==> src/rtl/hkspi_pkg.sv <==
// Housekeeping SPI slave shared definitions.
//   hkspi_state_e : controller FSM states
//   CMD_*         : bit positions / mask inside the command byte
//   cmd_valid()   : true when a command byte selects a real register transfer
package hkspi_pkg;

  typedef enum logic [2:0] {
    IDLE   = 3'd0,
    CMD    = 3'd1,
    ADDR   = 3'd2,
    DATA   = 3'd3,
    IGNORE = 3'd4
  } hkspi_state_e;

  localparam int         CMD_WR_BIT   = 7;
  localparam int         CMD_RD_BIT   = 6;
  localparam int         CMD_N_MSB    = 5;
  localparam int         CMD_N_LSB    = 3;
  localparam logic [2:0] CMD_RSV_MASK = 3'b111;

  // 0x00 and any command with reserved/pass-thru bits set are not handled here.
  function automatic logic cmd_valid(input logic [7:0] cmd);
    return (cmd != 8'h00) && ((cmd[2:0] & CMD_RSV_MASK) == 3'b000);
  endfunction

endpackage

==> src/rtl/hkspi_sync.sv <==
// Single-bit input synchronizer with edge detection.
//   clock, reset : system clock, synchronous active-high reset
//   d            : asynchronous input pin
//   q            : synchronized level (RST_VAL while in reset)
//   rise, fall   : one-cycle pulses on synchronized edges
// Edges are suppressed until the chain and the history flop hold real pin
// samples, so the reset value of the chain never produces a false edge.
module hkspi_sync #(
  parameter int   SYNC_STAGES = 2,
  parameter logic RST_VAL     = 1'b0
) (
  input  logic clock,
  input  logic reset,
  input  logic d,
  output logic q,
  output logic rise,
  output logic fall
);

  logic [SYNC_STAGES-1:0] stage_q, stage_d;
  logic                   prev_q, prev_d;
  logic [SYNC_STAGES:0]   vld_q, vld_d;

  always_comb begin
    stage_d = {stage_q[SYNC_STAGES-2:0], d};
    prev_d  = stage_q[SYNC_STAGES-1];
    vld_d   = {vld_q[SYNC_STAGES-1:0], 1'b1};
  end

  always_ff @(posedge clock) begin
    if (reset) begin
      stage_q <= {SYNC_STAGES{RST_VAL}};
      prev_q  <= RST_VAL;
      vld_q   <= '0;
    end else begin
      stage_q <= stage_d;
      prev_q  <= prev_d;
      vld_q   <= vld_d;
    end
  end

  assign q    = stage_q[SYNC_STAGES-1];
  assign rise = vld_q[SYNC_STAGES] &  q & ~prev_q;
  assign fall = vld_q[SYNC_STAGES] & ~q &  prev_q;

endmodule

==> src/rtl/hkspi_slave_ctrl.sv <==
// Housekeeping SPI slave front-end (mode 0, MSB first), system clock domain.
//   clock, reset        : system clock, synchronous active-high reset
//   spi_sck/csb/sdi     : asynchronous SPI pins from the pads
//   spi_sdo, spi_sdo_oe : slave-out data and its enable
//   reg_addr            : register address (auto-increments per data byte)
//   reg_wdata, reg_we   : write data with one-cycle write strobe
//   reg_rd, reg_rdata   : one-cycle read strobe; data returns the next cycle
//   busy                : synchronized chip-select active
// Handshake: reg_we and reg_rd are single-cycle strobes qualified by the
// reg_addr presented in the same cycle; reg_rdata is sampled exactly one
// cycle after reg_rd with no back-pressure. The two strobes never coincide.
module hkspi_slave_ctrl
  import hkspi_pkg::*;
#(
  parameter int SYNC_STAGES = 2,
  parameter int ADDR_W      = 8
) (
  input  logic              clock,
  input  logic              reset,
  input  logic              spi_sck,
  input  logic              spi_csb,
  input  logic              spi_sdi,
  output logic              spi_sdo,
  output logic              spi_sdo_oe,
  output logic [ADDR_W-1:0] reg_addr,
  output logic [7:0]        reg_wdata,
  output logic              reg_we,
  output logic              reg_rd,
  input  logic [7:0]        reg_rdata,
  output logic              busy
);

  logic sck_unused_lvl, sck_rise, sck_fall;
  logic csb_s, csb_rise, csb_fall;
  logic sdi_s, sdi_unused_rise, sdi_unused_fall;

  hkspi_sync #(.SYNC_STAGES(SYNC_STAGES), .RST_VAL(1'b0)) u_sync_sck (
    .clock(clock), .reset(reset), .d(spi_sck),
    .q(sck_unused_lvl), .rise(sck_rise), .fall(sck_fall)
  );

  // Chip select idles high, so its chain resets high: busy stays 0 in reset.
  hkspi_sync #(.SYNC_STAGES(SYNC_STAGES), .RST_VAL(1'b1)) u_sync_csb (
    .clock(clock), .reset(reset), .d(spi_csb),
    .q(csb_s), .rise(csb_rise), .fall(csb_fall)
  );

  hkspi_sync #(.SYNC_STAGES(SYNC_STAGES), .RST_VAL(1'b0)) u_sync_sdi (
    .clock(clock), .reset(reset), .d(spi_sdi),
    .q(sdi_s), .rise(sdi_unused_rise), .fall(sdi_unused_fall)
  );

  hkspi_state_e      state_q, state_d;
  logic [2:0]        bit_cnt_q, bit_cnt_d;
  logic [2:0]        byte_cnt_q, byte_cnt_d;
  logic [6:0]        rx_q, rx_d;
  logic [7:0]        tx_q, tx_d;
  logic [ADDR_W-1:0] addr_q, addr_d;
  logic [7:0]        wdata_q, wdata_d;
  logic              we_q, we_d;
  logic              rd_q, rd_d;
  logic              rd_dly_q, rd_dly_d;
  logic              cmd_wr_q, cmd_wr_d;
  logic              cmd_rd_q, cmd_rd_d;
  logic [2:0]        cmd_n_q, cmd_n_d;
  logic              inc_pend_q, inc_pend_d;
  logic              pend_rd_q, pend_rd_d;

  logic [7:0] byte_in;
  logic [2:0] cnt_next;
  logic       last_byte;

  always_comb begin
    byte_in   = {rx_q, sdi_s};
    cnt_next  = byte_cnt_q + 3'd1;
    last_byte = (cmd_n_q != 3'd0) && (cnt_next == cmd_n_q);

    state_d    = state_q;
    bit_cnt_d  = bit_cnt_q;
    byte_cnt_d = byte_cnt_q;
    rx_d       = rx_q;
    tx_d       = tx_q;
    addr_d     = addr_q;
    wdata_d    = wdata_q;
    we_d       = 1'b0;
    rd_d       = 1'b0;
    rd_dly_d   = rd_q;
    cmd_wr_d   = cmd_wr_q;
    cmd_rd_d   = cmd_rd_q;
    cmd_n_d    = cmd_n_q;
    inc_pend_d = 1'b0;
    pend_rd_d  = 1'b0;

    // After a write strobe the address advances one cycle later, and the
    // read for the next byte (if any) goes out with the advanced address.
    if (inc_pend_q) begin
      addr_d = addr_q + ADDR_W'(1);
      rd_d   = pend_rd_q;
    end

    // Load read data the cycle after reg_rd. On SCK fall shift the next bit
    // out, except the fall right after a byte boundary (bit_cnt wrapped to
    // 0): that one must leave the freshly loaded MSB on the pin.
    if (rd_dly_q) begin
      tx_d = reg_rdata;
    end else if (sck_fall && (state_q == DATA) && (bit_cnt_q != 3'd0)) begin
      tx_d = {tx_q[6:0], 1'b0};
    end

    case (state_q)
      IDLE: begin
        if (csb_fall) begin
          state_d    = CMD;
          bit_cnt_d  = 3'd0;
          byte_cnt_d = 3'd0;
          rx_d       = 7'd0;
        end
      end
      default: begin
        if (sck_rise) begin
          rx_d      = byte_in[6:0];
          bit_cnt_d = bit_cnt_q + 3'd1;
          if (bit_cnt_q == 3'd7) begin
            case (state_q)
              CMD: begin
                cmd_wr_d = byte_in[CMD_WR_BIT];
                cmd_rd_d = byte_in[CMD_RD_BIT];
                cmd_n_d  = byte_in[CMD_N_MSB:CMD_N_LSB];
                state_d  = cmd_valid(byte_in) ? ADDR : IGNORE;
              end
              ADDR: begin
                addr_d  = ADDR_W'(byte_in);
                rd_d    = cmd_rd_q;
                state_d = DATA;
              end
              DATA: begin
                byte_cnt_d = cnt_next;
                if (cmd_wr_q) begin
                  we_d       = 1'b1;
                  wdata_d    = byte_in;
                  inc_pend_d = 1'b1;
                  pend_rd_d  = cmd_rd_q && !last_byte;
                end else begin
                  addr_d = addr_q + ADDR_W'(1);
                  rd_d   = cmd_rd_q && !last_byte;
                end
                if (last_byte) begin
                  state_d = IGNORE;
                end
              end
              default: ;
            endcase
          end
        end
      end
    endcase

    // Chip select release ends the transfer from any state; a partial byte
    // is simply dropped.
    if (csb_rise) begin
      state_d = IDLE;
    end
  end

  always_ff @(posedge clock) begin
    if (reset) begin
      state_q    <= IDLE;
      bit_cnt_q  <= 3'd0;
      byte_cnt_q <= 3'd0;
      rx_q       <= 7'd0;
      tx_q       <= 8'd0;
      addr_q     <= '0;
      wdata_q    <= 8'd0;
      we_q       <= 1'b0;
      rd_q       <= 1'b0;
      rd_dly_q   <= 1'b0;
      cmd_wr_q   <= 1'b0;
      cmd_rd_q   <= 1'b0;
      cmd_n_q    <= 3'd0;
      inc_pend_q <= 1'b0;
      pend_rd_q  <= 1'b0;
    end else begin
      state_q    <= state_d;
      bit_cnt_q  <= bit_cnt_d;
      byte_cnt_q <= byte_cnt_d;
      rx_q       <= rx_d;
      tx_q       <= tx_d;
      addr_q     <= addr_d;
      wdata_q    <= wdata_d;
      we_q       <= we_d;
      rd_q       <= rd_d;
      rd_dly_q   <= rd_dly_d;
      cmd_wr_q   <= cmd_wr_d;
      cmd_rd_q   <= cmd_rd_d;
      cmd_n_q    <= cmd_n_d;
      inc_pend_q <= inc_pend_d;
      pend_rd_q  <= pend_rd_d;
    end
  end

  assign spi_sdo_oe = (state_q == DATA) && cmd_rd_q;
  assign spi_sdo    = spi_sdo_oe & tx_q[7];
  assign reg_addr   = addr_q;
  assign reg_wdata  = wdata_q;
  assign reg_we     = we_q;
  assign reg_rd     = rd_q;
  assign busy       = ~csb_s;

endmodule
==> config.mk <==
export PLATFORM = sky130hd
export DESIGN_NAME = hkspi_slave_ctrl
export DESIGN_NICKNAME = d
export VERILOG_FILES = /design/src/rtl/hkspi_pkg.sv /design/src/rtl/hkspi_sync.sv /design/src/rtl/hkspi_slave_ctrl.sv
export SDC_FILE = /design/constraint.sdc
export NUM_CORES = 1
export LEC_CHECK = 0
export CELL_PAD_IN_SITES_DETAIL_PLACEMENT = 0
export CELL_PAD_IN_SITES_GLOBAL_PLACEMENT = 1
export CORE_ASPECT_RATIO = 0.7
export CORE_MARGIN = 2
export CORE_UTILIZATION = 38
export CTS_CLUSTER_DIAMETER = 120
export DETAILED_ROUTE_END_ITERATION = 16
export PLACE_DENSITY_LB_ADDON = 0.1
export SYNTH_ARGS = -nofsm -noshare
export SYNTH_HDL_FRONTEND = slang
export SYNTH_SLANG_ARGS = --single-unit
==> constraint.sdc <==
create_clock -name clock -period 1.5 [get_ports clock]
set_input_delay 0.45 -clock clock [delete_from_list [all_inputs] [get_ports clock]]
set_output_delay 0.45 -clock clock [all_outputs]
set_load 0.02 [all_outputs]
==> out/results.tsv, run 1 <==
metric	value	unit
WL/cell	15.39	um
die height	75.32	um
CP Capture Type	output port	
startpoint types	flop	
Non-Filler Instances	482	
switching power	766.3	uW
critical path's largest stage delay	0.32	ns
first-pass GRT wire length	11.48	mm
internal power	2433	uW
highest-delay cell along the critical path	dfxtp_2	
kind of critical path	flop to output port	
drt drc	0	
CTS tree	yes	
Least-Margin Pin Slew	0.6918	ns
fin. max-slew vios	0	
routed vias	2422	
sequential share of power	49.9	%
Clock Power Share	46.2	%
endpoints failing hold	0	
Detailed Route WL	7.417	mm
ANT cells	0	
clock slew at reported path FFs	0.07	ns
Synth Warn #	0	
Starting Density	40.13	%
failing checks	setup timing	
Yosys top cell area share	43.50	%
critical path arrival	1.30	ns
RR Endpoint	reg_addr[0]$_SDFF_PP0_	
Worst R2R Setup Slack	-0.20	ns
Post-CTS Hold Buffers	0	
Multi-input gate area	1707	um^2
fin worst setup slack	-0.2481	ns
Finished Core Util	60.69	%
Mapped Area	2761	um^2
crit path max fanout	2	
most frequent cell after synthesis	dfxtp_1	
largest net degree at the start of global routing	20	
WHS	0.4165	ns
final setup fails	38	
Avg Vias per Cell	5.025	
routability cong.	0.7597	
Leak	0.001689	uW
Die W	105.9	um
row cnt	25	
Syn Nets	309	
Switching Share	23.95	%
IO Count	34	
slew margin rel.	53.83	%
FF+latch count, synth	60	
gr ovfl total	0	
R2R depth	8	
beginning of the worst hold path	u_sync_csb.stage_q[0]$_SDFF_PP1_	
cells along the critical path	and2b_4 -> and3_4 -> and2_4 -> buf_6	
placed cells	453	
power density over cell area	766.1	nW/um^2
post-layout net count	401	
number of max-cap violations	0	
Area Growth Syn to Fin	51.25	%
Post-synth EDFFs	0	
Synth area leaders	dfxtp_1 (43%), mux2i_1 (8.0%), nor2_1 (4.2%), a22o_1 (2.9%), a211oi_1 (2.7%)	
CTS sink cnt	60	
r2r startpoint	bit_cnt_q[0]$_SDFFE_PP0P_	
Root Driver	clkbuf_8	
share of cells above drive strength 1	40.72	%
vias in the first global route	2198	
Storage cell area	1236	um^2
HPWL Detailed	5.149	mm
Synth Flop Type	dfxtp_1	
Post-DP Area	3625	um^2
count of cell types in the netlist	52	
worst skew pair latency	0.34	ns
DRT Pass-1 Iters	4	
H-tree depth	3	
port buffer count	33	
Routed Antenna Nets	0	
post-synth top area cell	dfxtp_1	
Tot GR Track Use	19.10	%
FMAX	572.1	MHz
DIE AREA	7976	um^2
final instance area	4177	um^2
clock tree buffer depth	2	
RSZ-0062 raised after global routing	yes	
VDD IR-drop max	0.0005003	V
Post-Syn Instances	291	
Worst EP required	1.05	ns
total core area	6882	um^2
top post-synthesis cells by count	dfxtp_1 (60), nor2_1 (31), mux2i_1 (22)	
Mean Syn Cell Area	9.489	um^2
Hold Path Class	flop to flop	
hold path endpoint	u_sync_csb.stage_q[1]$_SDFF_PP1_	
antenna violations before repair	0	
Initial DRC Count	114	
asr flop ratio synth	0	%
outcome	finished, violations left	
Final Cycle Share	116.5	%
sequential fraction of the synthesis area	43.50	%
WHS Path Cells	1	
total CTS buffers	9	
Worst Skew	0.009416	ns
fillers	589	
post-layout minimum cycle time	1.748	ns
Comb power frac	3.9	%
## power by group through the flow
stage	combinational [uW]	sequential [uW]	clock [uW]
3_3_place_gp	113	1640	0
2_1_floorplan	45.0	1640	0
6_report	124	1600	1480
4_1_cts	120	1600	1520
5_1_grt	134	1600	1580
3_5_place_dp	112	1640	0
## area by class of cell
type / instances / area share (%)
multi-input combinational: 203 / 40.86
sequential: 60 / 29.60
timing repair buffer: 97 / 20.88
clock buffer: 9 / 2.966
tap: 94 / 2.816
clock inverter: 7 / 1.797
inverter: 12 / 1.078
## cells by family (layout without fill, tap and decap cells)
| logic type | count (synthesis) | count (layout) | synth area share [%] |
|---|---|---|---|
| simple gates | 109 | 110 | 23.02 |
| flops | 60 | 60 | 43.50 |
| compound gates | 57 | 57 | 14.77 |
| buf+inv | 29 | 125 | 5.029 |
| mux | 23 | 23 | 8.382 |
| xor+xnor | 8 | 8 | 3.036 |
| fa+ha+maj | 5 | 5 | 2.266 |
## metrics by stage
step	TNS (ns)	total power (uW)	setup slack [ns]
final	-5.023	3200	-0.2481
after detailed placement	-10.96	1752	-0.4364
after CTS	-4.720	3238	-0.2628
after global placement	-10.88	1753	-0.4518
after global routing	-7.882	3314	-0.2881
after floorplan	-0.9603	1684	-0.1500
## cells in the final DEF (no fill, tap or decap), types with 4 or more instances in the layout
cell	Yosys	final
dfxtp_1	60	48
buf_4	2	48
nor2_1	31	29
mux2i_1	22	22
buf_6	2	14
clkdlybuf4s50_1	0	12
nor2b_1	11	10
inv_1	11	9
a22o_1	9	9
a211oi_1	10	9
nand2_1	12	9
clkbuf_8	0	9
dfxtp_4	0	8
nand4_1	7	7
a21oi_2	0	6
clkdlybuf4s15_1	0	6
nand3_1	8	5
xnor2_1	5	5
clkdlybuf4s15_2	0	5
nand3b_1	4	4
a21oi_1	11	4
or3_1	6	4
o21a_1	4	4
ha_4	0	4
clkbuf_2	0	4
dfxtp_2	0	4
## worst max-delay path, delay by kind of cell, from the launching register on
family / cells / cell delay [ns]
simple gates: 3 / 0.53
flops: 1 / 0.32
buf+inv: 1 / 0.10
## metal layers
layer	global-route usage [%]	up-vias	share of wire (%)
met5	0	-	0
met4	4.386	0	0.73
met3	5.646	6	3.3
met2	30.11	39	44
met1	26.31	1137	51
li1	-	1240	-
## worst max path at each step
| stage | startpoint | endpoint | slack, ns | cells after the start |
|---|---|---|---|---|
| 6_report | state_q[2]$_SDFFE_PP0P_ | spi_sdo | -0.25 | 4 |
| 3_5_place_dp | reset | bit_cnt_q[1]$_SDFFE_PP0P_ | -0.44 | 5 |
| 4_1_cts | state_q[2]$_SDFFE_PP0P_ | spi_sdo | -0.26 | 4 |
| 3_3_place_gp | reset | bit_cnt_q[1]$_SDFFE_PP0P_ | -0.45 | 5 |
| 5_1_grt | bit_cnt_q[0]$_SDFFE_PP0P_ | cmd_wr_q$_SDFFE_PP0P_ | -0.29 | 7 |
| 2_1_floorplan | bit_cnt_q[1]$_SDFFE_PP0P_ | cmd_n_q[0]$_SDFFE_PP0P_ | -0.15 | 7 |
## repair_timing
| action | in CTS | in global routing |
|---|---|---|
| setup buffers | 4 | 7 |
| pin swaps | 34 | 13 |
| endpoints found under the setup margin | 68 | 61 |
| gates cloned | 0 | 2 |
| gates resized for setup | 94 | 30 |
## sequential cells by signal, indices dropped and copies added, names as in the netlist, 2 cells and up
name                flops
byte_cnt_q              3
tx_q                    8
bit_cnt_q               3
cmd_n_q                 3
reg_wdata               8
reg_addr                8
rx_q                    7
u_sync_sdi.stage_q      2
u_sync_csb.stage_q      2
u_sync_sck.vld_q        3
state_q                 3
u_sync_sck.stage_q      2
(Power assumes the default switching activity.)
==> inputs of run 2 (changes only) <==
--- a/config.mk
+++ b/config.mk
@@ -8,7 +8,6 @@
 export CELL_PAD_IN_SITES_DETAIL_PLACEMENT = 0
 export CELL_PAD_IN_SITES_GLOBAL_PLACEMENT = 1
 export CORE_ASPECT_RATIO = 0.7
-export CORE_MARGIN = 2
 export CORE_UTILIZATION = 38
 export CTS_CLUSTER_DIAMETER = 120
 export DETAILED_ROUTE_END_ITERATION = 16
==> run 2 against run 1 <==
  * The flow still finishes with violations (setup timing)
  * Count of clock-buffer cells in the layout increased by 2
  * Setup slack lost 0.015 ns
  * Highest routed layer unchanged
  * Combinational power increased by 8%
  * Critical endpoint unchanged
  * Critical path depth did not move
  * Die area down 4.5%
==> out/results.tsv, run 2 (synthesis results as in run 1) <==
metric	value	unit
clock slew at reported path FFs	0.07	ns
die height	73.32	um
Starting Density	40.13	%
FMAX	567.2	MHz
Area Growth Syn to Fin	53.29	%
IO Count	34	
Hold Path Class	flop to flop	
VDD IR-drop max	0.0005615	V
port buffer count	33	
failing checks	setup timing	
switching power	734.5	uW
total CTS buffers	9	
drt drc	0	
power density over cell area	743.0	nW/um^2
met3 wire len	297	um
routed vias	2533	
WHS Path Cells	1	
met2 wire length	3.453	mm
Power, Total	3145	uW
Finished Core Util	61.51	%
H-tree depth	3	
Least-Margin Pin Slew	0.5772	ns
Detailed Route WL	7.755	mm
vias in the first global route	2279	
Tot GR Track Use	20.44	%
share of cells above drive strength 1	41.48	%
worst skew pair latency	0.34	ns
post-layout minimum cycle time	1.763	ns
number of max-cap violations	0	
Die W	103.9	um
first-pass GRT wire length	11.77	mm
critical path arrival	1.31	ns
DRT Pass-1 Iters	4	
CTS tree	yes	
most common cell after layout, fill and taps aside	buf_4	
WHS	0.4132	ns
placed cells	450	
Comb power frac	4.3	%
worst slack at placement	-0.4713	ns
Leak	0.001723	uW
Top Layer Used	met4	
post-layout net count	406	
fin. max-slew vios	0	
R2R depth	7	
antenna violations before repair	0	
fin worst setup slack	-0.2630	ns
final setup fails	43	
Avg Vias per Cell	5.201	
Non-Filler Instances	487	
Root Driver	clkbuf_8	
CP Capture Type	output port	
gr ovfl total	0	
clock tree buffer depth	2	
HPWL Detailed	5.226	mm
Worst Skew	0.008337	ns
kind of critical path	flop to output port	
sequential share of power	50.8	%
largest net degree at the start of global routing	16	
slew margin rel.	61.29	%
crit path max fanout	2	
Switching Share	23.36	%
ANT cells	0	
Worst EP required	1.05	ns
Final Cycle Share	117.5	%
internal power	2410	uW
total core area	6882	um^2
RSZ-0062 raised after global routing	yes	
endpoints failing hold	0	
DIE AREA	7617	um^2
Initial DRC Count	123	
most frequent cells in the layout	buf_4 (48), dfxtp_1 (47), nor2_1 (30)	
Routed Antenna Nets	0	
WL/cell	15.92	um
routability cong.	0.7698	
startpoint types	flop	
row cnt	25	
CTS sink cnt	60	
WL met1	3.920	mm
Clock Power Share	44.9	%
outcome	finished, violations left	
run 2: cell types whose count changed in the layout (fill, tap and decap cells not counted), sizes merged, moves of 3 or more:
cell / change
buf: +3
clkbuf: +3
clkdlybuf4s15: -3
dlygate4sd2: +3
run 2: worst max-delay path: stages, from the launching register on:
cell and delay, ns:
dfxtp_2 0.33, and2b_4 0.24, and3_4 0.18, and2_4 0.13, buf_6 0.10
run 2: area by class of cell:
| class | count | area (um^2) |
|---|---|---|
| fillers | 592 | 2649 |
| multi-input cells | 204 | 1712 |
| flip-flops and latches | 60 | 1235 |
| repair buffers | 101 | 927.1 |
| clock buffers | 11 | 162.7 |
| well taps | 94 | 117.6 |
| inverters | 12 | 47.55 |
| clock inverters | 5 | 31.28 |
run 2: power by group through the flow:
stage / combinational [uW] / clock (uW) / sequential (uW)
after detailed placement: 119 / 0 / 1640
after global routing: 143 / 1510 / 1600
after global placement: 118 / 0 / 1640
after floorplan: 45.0 / 0 / 1640
final: 134 / 1410 / 1600
after CTS: 127 / 1440 / 1600
run 2: repair_timing:
action	CTS	global route
gates cloned	2	1
hold endpoints to repair	0	0
setup endpoints to repair	68	60
gates resized for setup	91	41
pin swaps	29	30
hold buffers	0	0
buffers inserted	10	10
run 2: final timing paths:
| check | start | end | slack, ns |
|---|---|---|---|
| min reg2reg | u_sync_csb.stage_q[0]$_SDFF_PP1_ | u_sync_csb.stage_q[1]$_SDFF_PP1_ | 0.41 |
| min | u_sync_csb.stage_q[0]$_SDFF_PP1_ | u_sync_csb.stage_q[1]$_SDFF_PP1_ | 0.41 |
| max | state_q[2]$_SDFFE_PP0P_ | spi_sdo | -0.26 |
| max reg2reg | bit_cnt_q[1]$_SDFFE_PP0P_ | cmd_rd_q$_SDFFE_PP0P_ | -0.25 |
run 2: metal layers:
| layer | GRT usage, % | up-vias |
|---|---|---|
| li1 | - | 1255 |
| met1 | 28.30 | 1208 |
| met2 | 31.41 | 57 |
| met3 | 4.703 | 13 |
| met4 | 7.460 | 0 |
| met5 | 0 | - |
run 2: stage by stage:
stage | instance area [um^2] | TNS, ns
final | 4233 | -5.348
after global routing | 4233 | -7.722
after CTS | 4100 | -5.755
after detailed placement | 3615 | -12.33
after global placement | 3615 | -11.66
after floorplan | 2879 | -0.9603
==> inputs of run 3 (changes only) <==
--- a/config.mk
+++ b/config.mk
@@ -11,6 +11,7 @@
 export CORE_UTILIZATION = 38
 export CTS_CLUSTER_DIAMETER = 120
 export DETAILED_ROUTE_END_ITERATION = 16
+export GPL_TIMING_DRIVEN = 0
 export PLACE_DENSITY_LB_ADDON = 0.1
 export SYNTH_ARGS = -nofsm -noshare
 export SYNTH_HDL_FRONTEND = slang
==> run 3 against run 2 <==
  * The run still ends with setup timing left
  * Maximum frequency down 1.4%
  * Setup slack got worse by 0.024 ns
  * Register-to-register slack gained 0.02 ns
  * Via count fell by 6.5%
  * Clock skew is 0.00057 ns lower
  * Global-route usage is 0.23 points higher
  * Flip-flop and latch count stayed put
  * Cell area fell by 5.0%
  * Die area is the same
  * Utilization decreased by 3.1 points
  * Critical path depth unchanged
  * Sequential share of layout area grew 1.7 points
  * Critical path type unchanged
==> out/results.tsv, run 3 (synthesis results as in run 1) <==
metric	value	unit
Top Family by Delay on Critical Path	simple AND/OR/NAND/NOR gates	
Worst EP required	1.05	ns
Worst Skew	0.007766	ns
Top Layer Used	met4	
Initial DRC Count	83	
Die W	103.9	um
Root Driver	clkbuf_8	
post-layout minimum cycle time	1.787	ns
gr ovfl total	0	
most frequent cells in the layout	dfxtp_1 (45), nor2_1 (30), mux2i_1 (22)	
FMAX	559.5	MHz
Buffers & Inverters on Critical Path	1	
share of cells above drive strength 1	35.28	%
WL/cell	16.18	um
met2 wire length	3.165	mm
Worst R2R Setup Slack	-0.23	ns
slew margin rel.	51.92	%
CP Capture Point	spi_sdo	
H-tree depth	3	
cells along the critical path	and2b_4 -> and3_4 -> and2_4 -> buf_6	
Detailed Route WL	7.346	mm
post-layout net count	373	
most common cell after layout, fill and taps aside	dfxtp_1	
Avg Vias per Cell	5.218	
ANT cells	0	
met3 wire len	277	um
R2R depth	6	
fillers	629	
DRT Pass-1 Iters	4	
routability cong.	0.8075	
r2r startpoint	state_q[2]$_SDFFE_PP0P_	
Non-Filler Instances	454	
HPWL Detailed	4.803	mm
CP Capture Type	output port	
startpoint types	flop	
outcome	finished, violations left	
Tot GR Track Use	20.67	%
critical path arrival	1.34	ns
Post-CTS Hold Buffers	0	
DIE AREA	7617	um^2
die height	73.32	um
final setup fails	49	
WHS Path Cells	1	
fin. max-slew vios	0	
failing checks	setup timing	
Final Cycle Share	119.2	%
kind of critical path	flop to output port	
Finished Core Util	58.44	%
fin worst setup slack	-0.2873	ns
RR Endpoint	tx_q[3]$_SDFFE_PP0P_	
number of max-cap violations	0	
placed cells	417	
CTS sink cnt	60	
beginning of the worst hold path	u_sync_csb.stage_q[0]$_SDFF_PP1_	
vias in the first global route	2219	
Area Growth Syn to Fin	45.63	%
first-pass GRT wire length	11.93	mm
crit path max fanout	2	
Routed Antenna Nets	0	
worst slack at placement	-0.6569	ns
critical path's largest stage delay	0.34	ns
clock slew at reported path FFs	0.07	ns
highest-delay cell along the critical path	dfxtp_4	
row cnt	25	
antenna violations before repair	0	
WL met1	3.826	mm
endpoints failing hold	0	
Leak	0.001558	uW
Least-Margin Pin Slew	0.7211	ns
port buffer count	32	
Worst path depth	4	
power density over cell area	816.7	nW/um^2
crit path launch	state_q[2]$_SDFFE_PP0P_	
routed vias	2369	
VDD IR-drop max	0.0008691	V
Fin Setup TNS	-6.098	ns
IO Count	34	
Starting Density	40.13	%
drt drc	0	
largest net degree at the start of global routing	13	
total CTS buffers	9	
RSZ-0062 raised after global routing	yes	
WHS	0.4129	ns
Hold Path Class	flop to flop	
CTS tree	yes	
worst skew pair latency	0.34	ns
clock tree buffer depth	2	
total core area	6882	um^2
==> run 3: cell types whose count changed in the layout (fill, tap and decap cells not counted), sizes merged <==
| cell | delta |
|---|---|
| inv | -1 |
| buf | -37 |
| and3 | -1 |
| clkinvlp | +1 |
| clkdlybuf4s50 | -1 |
| bufinv | +1 |
| clkbuf | +5 |
==> run 3: report_power, final <==
part           internal, uW  leakage [uW]  total [uW]  switching, uW
Sequential             1590      0.000496        1600           7.68
Clock                   877      0.000108        1570            696
Combinational          54.3      0.000954         115           60.6
==> run 3: how the worst min path moves through the flow <==
| stage | to | slack, ns |
|---|---|---|
| 3_3_place_gp | u_sync_csb.stage_q[1]$_SDFF_PP1_ | 0.39 |
| 2_1_floorplan | u_sync_csb.stage_q[1]$_SDFF_PP1_ | 0.39 |
| 5_1_grt | u_sync_csb.stage_q[1]$_SDFF_PP1_ | 0.42 |
| 6_report | u_sync_csb.stage_q[1]$_SDFF_PP1_ | 0.41 |
| 4_1_cts | u_sync_csb.stage_q[1]$_SDFF_PP1_ | 0.42 |
| 3_5_place_dp | u_sync_csb.stage_q[1]$_SDFF_PP1_ | 0.40 |
==> run 3: timing repair <==
item,in CTS,in global routing
endpoints found under the setup margin,66,61
cloned,2,1
gates resized for setup,102,31
setup buffers,18,3
hold endpoints to repair,0,0
pin swaps,24,8
==> run 3: cell type report <==
cell class	count	area, um^2	share of cell area [%]
clock buffer	10	148.9	3.703
multi-input combinational	203	1759	43.75
timing repair buffer	54	509.2	12.66
tap	94	117.6	2.925
buffer	15	126.4	3.142
inverter	12	47.55	1.182
sequential	60	1242	30.90
clock inverter	6	70.07	1.742
==> run 3: through the flow <==
step	instance area (um^2)	power, uW
after CTS	3948	3320
after detailed placement	3317	1737
after global routing	4021	3402
after floorplan	2879	1684
final	4021	3284
after global placement	3317	1736
==> run 3: routing by layer <==
metal / track usage, % / vias up
met1: 30.24 / 1121
li1: - / 1196
met3: 4.525 / 6
met4: 6.667 / 0
met5: 0 / -
met2: 30.15 / 46
